### src/rtl/pkt_disassembler.sv
// Multicast receive checker: drops bad-parity/non-MC/filtered packets, forwards the rest as events.
// Latency 1 cycle; 1-entry park absorbs one packet under evt backpressure, then pkt_rdy_out drops.
module pkt_disassembler #(
  parameter int PACKET_BITS = 72,
  parameter int CNT_BITS    = 16
) (
  input  logic                   clk,
  input  logic                   reset,
  input  logic [31:0]            flt_key_in,
  input  logic [31:0]            flt_msk_in,
  input  logic [PACKET_BITS-1:0] pkt_data_in,
  input  logic                   pkt_vld_in,
  output logic                   pkt_rdy_out,
  output logic [31:0]            evt_key_out,
  output logic [31:0]            evt_pld_out,
  output logic                   evt_pp_out,
  output logic                   evt_vld_out,
  input  logic                   evt_rdy_in,
  output logic [CNT_BITS-1:0]    par_err_cnt,
  output logic [CNT_BITS-1:0]    typ_drp_cnt,
  output logic [CNT_BITS-1:0]    flt_drp_cnt,
  input  logic                   cnt_clr_in
);

  logic        accept;
  logic        par_ok;
  logic        typ_ok;
  logic        flt_ok;
  logic        good;
  logic        busy;
  logic        park_nxt;
  logic [31:0] in_key;
  logic [31:0] in_pld;
  logic        in_pp;

  logic        park_vld;
  logic [31:0] park_key;
  logic [31:0] park_pld;
  logic        park_pp;

  always_comb begin
    accept   = pkt_vld_in && pkt_rdy_out;
    par_ok   = ^pkt_data_in;
    typ_ok   = (pkt_data_in[7:6] == 2'b00);
    in_key   = pkt_data_in[39:8];
    in_pp    = pkt_data_in[1];
    in_pld   = in_pp ? pkt_data_in[71:40] : 32'h0;
    flt_ok   = ((in_key & flt_msk_in) == flt_key_in);
    good     = accept && par_ok && typ_ok && flt_ok;
    busy     = evt_vld_out && !evt_rdy_in;
    // Park can only be occupied while the output is stalled; a free output always drains it.
    park_nxt = busy && (park_vld || good);
  end

  always_ff @(posedge clk or negedge reset) begin
    if (!reset) begin
      pkt_rdy_out <= 1'b0;
      evt_vld_out <= 1'b0;
      evt_key_out <= 32'h0;
      evt_pld_out <= 32'h0;
      evt_pp_out  <= 1'b0;
      park_vld    <= 1'b0;
      park_key    <= 32'h0;
      park_pld    <= 32'h0;
      park_pp     <= 1'b0;
    end else begin
      pkt_rdy_out <= !park_nxt;
      park_vld    <= park_nxt;
      if (!busy) begin
        if (park_vld) begin
          evt_vld_out <= 1'b1;
          evt_key_out <= park_key;
          evt_pld_out <= park_pld;
          evt_pp_out  <= park_pp;
        end else if (good) begin
          evt_vld_out <= 1'b1;
          evt_key_out <= in_key;
          evt_pld_out <= in_pld;
          evt_pp_out  <= in_pp;
        end else begin
          evt_vld_out <= 1'b0;
        end
      end else if (good) begin
        park_key <= in_key;
        park_pld <= in_pld;
        park_pp  <= in_pp;
      end
    end
  end

  logic par_drop;
  logic typ_drop;
  logic flt_drop;

  always_comb begin
    par_drop = accept && !par_ok;
    typ_drop = accept && par_ok && !typ_ok;
    flt_drop = accept && par_ok && typ_ok && !flt_ok;
  end

  function automatic logic [CNT_BITS-1:0] sat_inc(input logic [CNT_BITS-1:0] c, input logic inc);
    if (inc && (c != {CNT_BITS{1'b1}}))
      return c + {{(CNT_BITS-1){1'b0}}, 1'b1};
    return c;
  endfunction

  // Clear takes precedence over a same-cycle increment.
  always_ff @(posedge clk or negedge reset) begin
    if (!reset) begin
      par_err_cnt <= '0;
      typ_drp_cnt <= '0;
      flt_drp_cnt <= '0;
    end else if (cnt_clr_in) begin
      par_err_cnt <= '0;
      typ_drp_cnt <= '0;
      flt_drp_cnt <= '0;
    end else begin
      par_err_cnt <= sat_inc(par_err_cnt, par_drop);
      typ_drp_cnt <= sat_inc(typ_drp_cnt, typ_drop);
      flt_drp_cnt <= sat_inc(flt_drp_cnt, flt_drop);
    end
  end

endmodule

### config.mk
export PLATFORM = sky130hd
export DESIGN_NAME = pkt_disassembler
export DESIGN_NICKNAME = d
export VERILOG_FILES = /design/src/rtl/pkt_disassembler.sv
export SDC_FILE = /design/constraint.sdc
export NUM_CORES = 1
export LEC_CHECK = 0
export BUFFER_PORTS_ARGS = -buffer_cell sky130_fd_sc_hd__clkbuf_2
export CORE_ASPECT_RATIO = 0.8
export CORE_UTILIZATION = 48
export CTS_CLUSTER_DIAMETER = 40
export CTS_CLUSTER_SIZE = 30
export DETAILED_ROUTE_END_ITERATION = 8
export MAX_ROUTING_LAYER = met4
export PLACE_DENSITY = 0.81
export SLEW_MARGIN = 20
export SYNTH_ARGS = -nofsm -noshare
export SYNTH_HDL_FRONTEND = slang
export SYNTH_SLANG_ARGS = --single-unit
### constraint.sdc
create_clock -name clk -period 2.1 [get_ports clk]
set_input_delay 0.105 -clock clk [delete_from_list [all_inputs] [get_ports clk]]
set_output_delay 0.105 -clock clk [all_outputs]
set_load 0.02 [all_outputs]
==> impl_metrics.tcl, run 1 <==
set metrics [dict create \
    outcome "finished, violations left" \
    violations "negative setup slack" \
    vdd_drop_max_mv 0.851 \
    insertion_delay_ns 0.44 \
    io_buffers 255 \
    yosysTopAreaCell "dfrtp_1" \
    cts-buffers-inserted 17 \
    die_h_um 128 \
    worstReg2RegStart "typ_drp_cnt[9]" \
    syn_area_um2 9570 \
    clkTransAtPathRegs_ns 0.08 \
    root_buffer "clkbuf_16" \
    drt-wirelength-per-cell_um 22.0 \
    power_density_nw_per_um2 919 \
    synthCells 975 \
    syn_to_final_growth_pct 47.7 \
    drc 0 \
    routed-via-count 9706 \
    synth_seq_area_share_pct 47.3 \
    die_area_um2 20500 \
    timing.final.crit_share_pct 117 \
    layout_commonest_cell "clkbuf_2" \
    drtIter0Drc 875 \
    hold_class "primary input to flip-flop" \
    dr.pass1.iters 5 \
    finalSetupViolations 181 \
    grt_pass1_vias 9596 \
    fmax_mhz 407 \
    synth_area_leaders "dfrtp_1, xnor2_1, nand2_1, mux2_2, xor2_1" \
    drive_gt1_share_pct 44.6 \
    gp_congestion 0.882 \
    core_area_um2 19300 \
    routed_wl_mm 35.8 \
    worst-setup-path-type "primary input to flip-flop" \
    cts.sinks 181 \
    overflow 0 \
    avgSynthCellArea_um2 9.81 \
    slew_headroom_pct 61.5 \
    io_pins 256 \
    vias_per_cell 5.96 \
    worst_slack_ns -0.354 \
    final_cells 1628 \
    finalCriticalPeriod_ns 2.45 \
    dieWidth_um 160 \
    core.rowCount 45 \
    grt_util_all_layers_pct 34.4 \
    cts_buffer_depth 2 \
    antennaDiodeCount 0 \
    startpoint_type "primary input" \
    grt_pass1_wl_mm 52.4 \
    yosysTopAreaCellShare_pct 47.3 \
    antenna_found_initial 0 \
    layout.nets 1502 \
    rsz0062_at_grt "yes" \
    crit_arrival_ns 2.77 \
    synth_edf_count 0 \
    htree_levels 4 \
    slew_viol_final 0 \
    syn-num-nets 1120 \
    cts_tree "built" \
    worst_slew_pin_slew_ns 0.577 \
    grt_max_degree 64 \
    setup.worst_path.start "pkt_data_in[60]" \
    crit_required_ns 2.41 \
    cp_max_fo 5 \
    end_kind "flip-flop" \
    p_leak_nw 6.80 \
    skew_ns 0.0135 \
    hold_viol 0 \
    start_util_pct 49.7 \
    dpl.hpwl_mm 21.2 \
    ys_types 46 \
    synth_ff_type "dfrtp_1" \
    yosysWarnings 0 \
    drv_cap 0 \
    placedCellCount 1551 \
    antenna_left 0 \
    final_cell_mix "clkbuf_2, dfrtp_1, buf_4, xnor2_1, nand2_1" \
    yosys_register_bits 181 \
    async_reset_ff_share_pct 100 \
    min_from "pkt_data_in[66]" \
    final.setup.tns_ns -39.10 \
]
worst paths after layout:
| kind | to | slack (ns) | cells past startpoint |
|---|---|---|---|
| hold / removal | evt_pld_out[26] | 0.02 | 3 |
| max in group asynchronous | evt_pld_out[31] | 1.19 | 3 |
| min in group asynchronous | park_key[14] | 0.24 | 2 |
| hold reg to reg | park_pld[29] | 0.49 | 2 |
| setup reg to reg | typ_drp_cnt[15] | -0.09 | 10 |
| setup / recovery | evt_pld_out[3] | -0.35 | 13 |
worst max-delay path, stage by stage:
cell and delay, ns:
clkbuf_2 0.11, xor2_1 0.31, xnor2_1 0.15, buf_4 0.17
xnor2_1 0.28, xnor2_1 0.15, xnor2_2 0.31, xnor2_4 0.17
buf_6 0.13, nand3_4 0.09, buf_6 0.16, a21o_4 0.25
a221o_1 0.37
cell type report:
type	count	area, µm²
Inverter	8	42.5
Fill cell	1293	5120
Multi-Input combinational cell	721	5440
Tap cell	258	323
Clock buffer	18	439
Sequential cell	181	4530
Timing Repair Buffer	428	3230
Clock inverter	14	131
repair_timing:
action,CTS,global route
buffers inserted,16,9
hold endpoints to repair,60,0
pin swaps,33,18
gates cloned,15,7
resized for setup,88,84
hold buffers,2,0
endpoints found under the setup margin,181,181
Yosys cell counts (2+ instances only):
cell type / n
buf_2: 15
buf_1: 3
xor2_1: 38
nand3_1: 20
a221o_1: 33
xnor2_1: 98
dfrtp_1: 181
buf_6: 6
inv_1: 8
nand3_2: 2
nor3b_1: 2
mux2i_1: 3
nor3_1: 35
o21ai_0: 36
nor4b_1: 3
nor2_1: 81
nor4_1: 13
ha_1: 4
a21oi_1: 6
o22ai_1: 32
nand4_1: 20
nand2_1: 116
and2_1: 5
a211oi_1: 32
and3_1: 50
mux2_2: 33
clkbuf_1: 45
or3_1: 37
layer usage:
layer  track usage, %  routed length, µm  part of all wire [%]  vias up
met5                -                  0                     0        -
met4             15.1               1550                   4.3        0
met3             7.18               3190                   8.9      126
met2             55.4              17000                    48      610
met1             42.3              14000                    39     4728
li1                 -                  -                     -     4242
report_power, final:
part	leakage (nW)	internal, mW	switching, mW	total (mW)
clock	0.279	1.61	1.56	3.17
sequential	2.35	3.52	0.0469	3.57
combinational	4.17	3.21	3.03	6.25
total	6.80	8.35	4.64	13.0
state kept, by name, summed over array words and instances, names as in the netlist:
signal	count
park_pp	1
park_vld	1
evt_key_out	32
par_err_cnt	16
park_key	32
pkt_rdy_out	1
typ_drp_cnt	16
evt_vld_out	1
evt_pp_out	1
flt_drp_cnt	16
evt_pld_out	32
park_pld	32
logic make-up (layout without fill, tap and decap cells):
kind of cell    count (synthesis)  count (layout)  synth area share (%)
compound gates                147             151                  10.9
xor+xnor                      139             139                  13.2
fa+ha+maj                       4               4                 0.523
buf+inv                        77             468                  3.69
flops                         181             181                  47.3
mux                            36              36                  4.20
simple gates                  391             391                  20.1
through the flow:
| stage | util (%) | power (mW) | setup WS, ns | hold WS (ns) | area (µm²) |
|---|---|---|---|---|---|
| after detailed placement | 63.0 | 7.63 | -0.911 | 0.146 | 12100 |
| final | 73.4 | 13.0 | -0.354 | 0.0213 | 14100 |
| after CTS | 70.5 | 11.7 | -0.315 | 0.0173 | 13600 |
| after global placement | 63.0 | 7.52 | -0.930 | 0.150 | 12100 |
| after global routing | 73.4 | 13.4 | -0.413 | 0.0278 | 14100 |
| after floorplan | - | 5.75 | -0.308 | -0.191 | 9720 |
No activity file was read; power rests on OpenSTA's default activity.
==> run 2, diff against run 1 <==
- SETUP_SLACK_MARGIN: not set -> 0.05
==> impl_metrics.tcl, run 2 (synthesized netlist as in run 1, its figures left out) <==
set metrics [dict create \
    overflow 0 \
    skew_ns 0.0128 \
    finalSetupViolations 175 \
    routed_wl_mm 32.8 \
    cts-buffers-inserted 17 \
    cts_buffer_depth 2 \
    p_leak_nw 6.58 \
    io_pins 256 \
    outcome "finished, violations left" \
    antenna_found_initial 0 \
    end_kind "flip-flop" \
    dpl.hpwl_mm 20.4 \
    power_frac_seq_pct 23.4 \
    combPwrFrac_pct 56.2 \
    layout_commonest_cell "clkbuf_2" \
    clkTransAtPathRegs_ns 0.07 \
    fmax_mhz 428 \
    hold_depth 3 \
    layout.nets 1488 \
    root_buffer "clkbuf_16" \
    insertion_delay_ns 0.43 \
    core_area_um2 19300 \
    power_mw 15.2 \
    crit_required_ns 2.46 \
    crit_arrival_ns 2.70 \
    die_h_um 128 \
    timing.final.crit_share_pct 111 \
    antennaDiodeCount 0 \
    slew_viol_final 0 \
    grt_pass1_vias 9148 \
    worst-setup-path-type "primary input to flip-flop" \
    core.rowCount 45 \
    drv_cap 0 \
    final.setup.tns_ns -26.43 \
    dieWidth_um 160 \
    r2r_cells 10 \
    cp_max_fo 9 \
    cts.sinks 181 \
    grt_pass1_wl_mm 49.4 \
    drt-wirelength-per-cell_um 20.3 \
    start_util_pct 49.7 \
    finalCriticalPeriod_ns 2.34 \
    routed-via-count 9448 \
    switching_power_mw 5.49 \
    hold_viol 0 \
    die_area_um2 20500 \
    power_density_nw_per_um2 1100 \
    grt_max_degree 72 \
    switching_share_pct 36.1 \
    vdd_drop_max_mv 1.54 \
    dr.pass1.iters 5 \
    drtIter0Drc 872 \
    p_int_mw 9.72 \
    worst_slack_ns -0.238 \
    vias_per_cell 5.85 \
    cts_tree "built" \
    hold_class "primary input to flip-flop" \
    slew_headroom_pct 63.3 \
    io_buffers 255 \
    rsz0062_at_grt "yes" \
    violations "negative setup slack" \
    drive_gt1_share_pct 43.5 \
    htree_levels 4 \
    grt_util_all_layers_pct 32.3 \
    worst_slew_pin_slew_ns 0.551 \
    syn_to_final_growth_pct 44.5 \
    drc 0 \
    antenna_left 0 \
    final_cell_mix "clkbuf_2, dfrtp_1, buf_4, nand2_1, xnor2_1" \
    gp_congestion 0.885 \
    power.share.clock_pct 20.4 \
    startpoint_type "primary input" \
]
## run 2: changes by cell type in the layout (fill, tap and decap cells not counted), moves of 9 or more
cell,previous run,this run
a211oi_1,25,12
nand2_1,86,112
nor3_1,30,16
o21ai_1,13,30
nor3_2,4,17
nand2_4,17,1
nand3_2,1,15
o21ai_2,18,0
a211oi_2,7,20
buf_4,123,114
nand3_1,19,4
nand2_2,13,1
## run 2: power by group through the flow
| stage | Sequential [mW] | Clock [mW] | Combinational [mW] |
|---|---|---|---|
| floorplan | 3.67 | 0 | 2.08 |
| global placement | 3.63 | 0 | 3.56 |
| detailed placement | 3.63 | 0 | 3.65 |
| CTS | 3.56 | 3.12 | 6.90 |
| global route | 3.57 | 3.28 | 8.82 |
| finish | 3.56 | 3.10 | 8.55 |
## run 2: final cells by class
| type | count | area, µm² |
|---|---|---|
| sequential | 181 | 4530 |
| tap | 258 | 323 |
| timing repair buffer | 414 | 2970 |
| inverter | 8 | 42.5 |
| multi-input combinational | 721 | 5390 |
| clock buffer | 18 | 429 |
| fill | 1351 | 5440 |
| clock inverter | 14 | 135 |
## run 2: path summary, 6_finish.rpt
path / startpoint / endpoint / slack [ns]
setup / recovery: pkt_data_in[7] / evt_pld_out[9] / -0.24
max in group asynchronous: reset / typ_drp_cnt[8] / 1.20
setup reg to reg: typ_drp_cnt[7] / typ_drp_cnt[11] / -0.17
min in group asynchronous: reset / park_key[19] / 0.16
hold reg to reg: park_pld[1] / park_pld[1] / 0.48
hold / removal: pkt_data_in[65] / evt_pld_out[25] / 0.03
## run 2: repair_timing
action / CTS / global route
pin swaps: 35 / 21
buffers inserted: 13 / 3
endpoints found under the setup margin: 180 / 181
hold endpoints to repair: 44 / 0
hold buffers: 1 / 0
gates resized for setup: 76 / 61
cloned: 11 / 3
## run 2: critical path: stages
cell       delay (ns)
clkbuf_16        0.12
inv_12           0.03
ha_4             0.23
xnor2_2          0.13
xnor2_1          0.21
xnor2_1          0.16
xnor2_1          0.17
xnor3_2          0.34
xnor2_4          0.18
nand3_2          0.10
buf_6            0.13
nor4b_4          0.30
buf_6            0.18
buf_12           0.14
a221o_1          0.15
## run 2: through the flow
stage / hold WS, ns / area (µm²) / cells / util [%] / worst slack (ns)
after global placement: 0.0744 / 12100 / 1552 / 63.0 / -0.748
after CTS: 0.0171 / 13400 / 1609 / 69.7 / -0.224
after floorplan: -0.191 / 9720 / 975 / - / -0.308
after global routing: 0.0221 / 13800 / 1614 / 71.8 / -0.350
final: 0.0320 / 13800 / 1614 / 71.8 / -0.238
after detailed placement: 0.0745 / 12100 / 1552 / 63.0 / -0.790
## run 2: routing by layer
metal | vias to the layer above | global-route usage (%) | routed length [µm]
met3 | 89 | 7.28 | 2540
met5 | - | - | 0
li1 | 4199 | - | -
met1 | 4603 | 39.6 | 12900
met2 | 557 | 52.1 | 16200
met4 | 0 | 12.9 | 1180
==> run 3, diff against run 2 <==
- SKIP_CTS_REPAIR_TIMING: not set -> 1
==> impl_metrics.tcl, run 3 (synthesized netlist as in run 1, its figures left out) <==
set metrics [dict create \
    outcome "finished, violations left" \
    violations "negative setup slack" \
    timing.reg2reg.setup_slack_ns -0.21 \
    drc 0 \
    layout_commonest_cell "clkbuf_2" \
    r2r_end "par_err_cnt[12]" \
    grt_util_all_layers_pct 29.6 \
    die_area_um2 20500 \
    crit_family "XOR/XNOR gates" \
    power_density_nw_per_um2 1070 \
    rsz0062_at_grt "yes" \
    drive_gt1_share_pct 42.0 \
    worst_slew_pin_slew_ns 0.545 \
    finalSetupViolations 174 \
    hold_viol 0 \
    drv_cap 0 \
    drtIter0Drc 741 \
    core.rowCount 45 \
    dpl_cell_area_um2 12100 \
    slowest_stage "or3_4" \
    dieWidth_um 160 \
    crit_required_ns 2.46 \
    timing.final.crit_share_pct 114 \
    switching_share_pct 34.7 \
    cts_buffer_depth 2 \
    startpoint_type "primary input" \
    root_buffer "clkbuf_16" \
    place_ws_ns -0.790 \
    antenna_left 0 \
    crit_chain "clkbuf_4 -> inv_12 -> ha_4 -> xnor2_2 -> xnor2_2 -> xnor2_1 -> xnor2_1 -> xnor3_2 -> xnor2_4 -> buf_4 -> buf_12 -> or2_4 -> or3_4 -> a21oi_2" \
    crit_arrival_ns 2.76 \
    setup.worst_path.start "pkt_data_in[7]" \
    slew_headroom_pct 63.7 \
    min_from "pkt_data_in[60]" \
    grt_max_degree 72 \
    antennaDiodeCount 0 \
    vdd_drop_max_mv 1.64 \
    routed-via-count 9132 \
    finalCriticalPeriod_ns 2.40 \
    cp_max_fo 5 \
    whs_ns 0.0325 \
    slew_viol_final 0 \
    hold_class "primary input to flip-flop" \
    routed_wl_mm 31.1 \
    dr.pass1.iters 5 \
    placedCellCount 1552 \
    gp_congestion 0.885 \
    start_util_pct 49.7 \
    switching_power_mw 5.02 \
    cts-buffers-inserted 17 \
    overflow 0 \
    power_frac_seq_pct 24.6 \
    core_area_um2 19300 \
    hold_depth 3 \
    fin_util_pct 70.4 \
    p_leak_nw 6.52 \
    crit_buf_inv 4 \
    fill_cells 1416 \
    drt-wirelength-per-cell_um 19.3 \
    worst-setup-path-type "primary input to flip-flop" \
    layout.nets 1481 \
    r2r_cells 9 \
    syn_to_final_growth_pct 41.8 \
    clkTransAtPathRegs_ns 0.08 \
    grt_pass1_wl_mm 45.7 \
    cts.sinks 181 \
    final_area_um2 13600 \
    vias_per_cell 5.68 \
    worst_slack_ns -0.302 \
    end_kind "flip-flop" \
    fmax_mhz 416 \
    cpPeakStageDelay_ns 0.37 \
    final_cells 1607 \
    combPwrFrac_pct 54.1 \
    io_buffers 255 \
    hold_path_end "evt_pld_out[20]" \
    power_mw 14.5 \
    cts_tree "built" \
    die_h_um 128 \
    p_int_mw 9.43 \
    final_cell_mix "clkbuf_2, dfrtp_1, buf_4, nand2_1, xnor2_1" \
    final.setup.tns_ns -30.90 \
    dpl.hpwl_mm 20.4 \
    io_pins 256 \
    antenna_found_initial 0 \
    power.share.clock_pct 21.3 \
    htree_levels 4 \
    worstReg2RegStart "par_err_cnt[8]" \
    skew_ns 0.0107 \
    insertion_delay_ns 0.43 \
    grt_pass1_vias 8604 \
]
run 3: final cells by class:
| class | instances | area [µm²] | area share, % |
|---|---|---|---|
| multi-input cells | 718 | 5260 | 38.8 |
| well taps | 258 | 323 | 2.38 |
| clock inverters | 14 | 135 | 0.996 |
| inverters | 8 | 42.5 | 0.314 |
| flip-flops and latches | 181 | 4530 | 33.4 |
| clock buffers | 18 | 429 | 3.16 |
| repair buffers | 410 | 2840 | 20.9 |
run 3: worst max-delay path by stage:
| stage | to | cells after the start |
|---|---|---|
| finish | par_err_cnt[10] | 14 |
| global route | typ_drp_cnt[15] | 15 |
| CTS | flt_drp_cnt[15] | 10 |
| detailed placement | par_err_cnt[10] | 13 |
| global placement | par_err_cnt[10] | 13 |
| floorplan | evt_pld_out[10] | 12 |
run 3: worst register-to-register path: cells and delay by family, from the launching register on:
kind	cells	cell delay, ns
DFF	1	0.36
AOI/OAI and AO/OA	3	0.65
buffers and inverters	1	0.36
and+or+nand+nor	5	0.88
run 3: power by group through the flow:
stage               sequential [mW]  combinational, mW  clock (mW)
floorplan                      3.67               2.08           0
global route                   3.57               8.11        3.28
global placement               3.63               3.56           0
detailed placement             3.63               3.65           0
finish                         3.56               7.81        3.08
CTS                            3.56               3.66        3.12
run 3: per-layer routing:
layer	track usage [%]	routed length (µm)
met3	5.60	2050
met2	48.0	15300
met4	10.1	935
met1	37.4	12800
met5	-	0
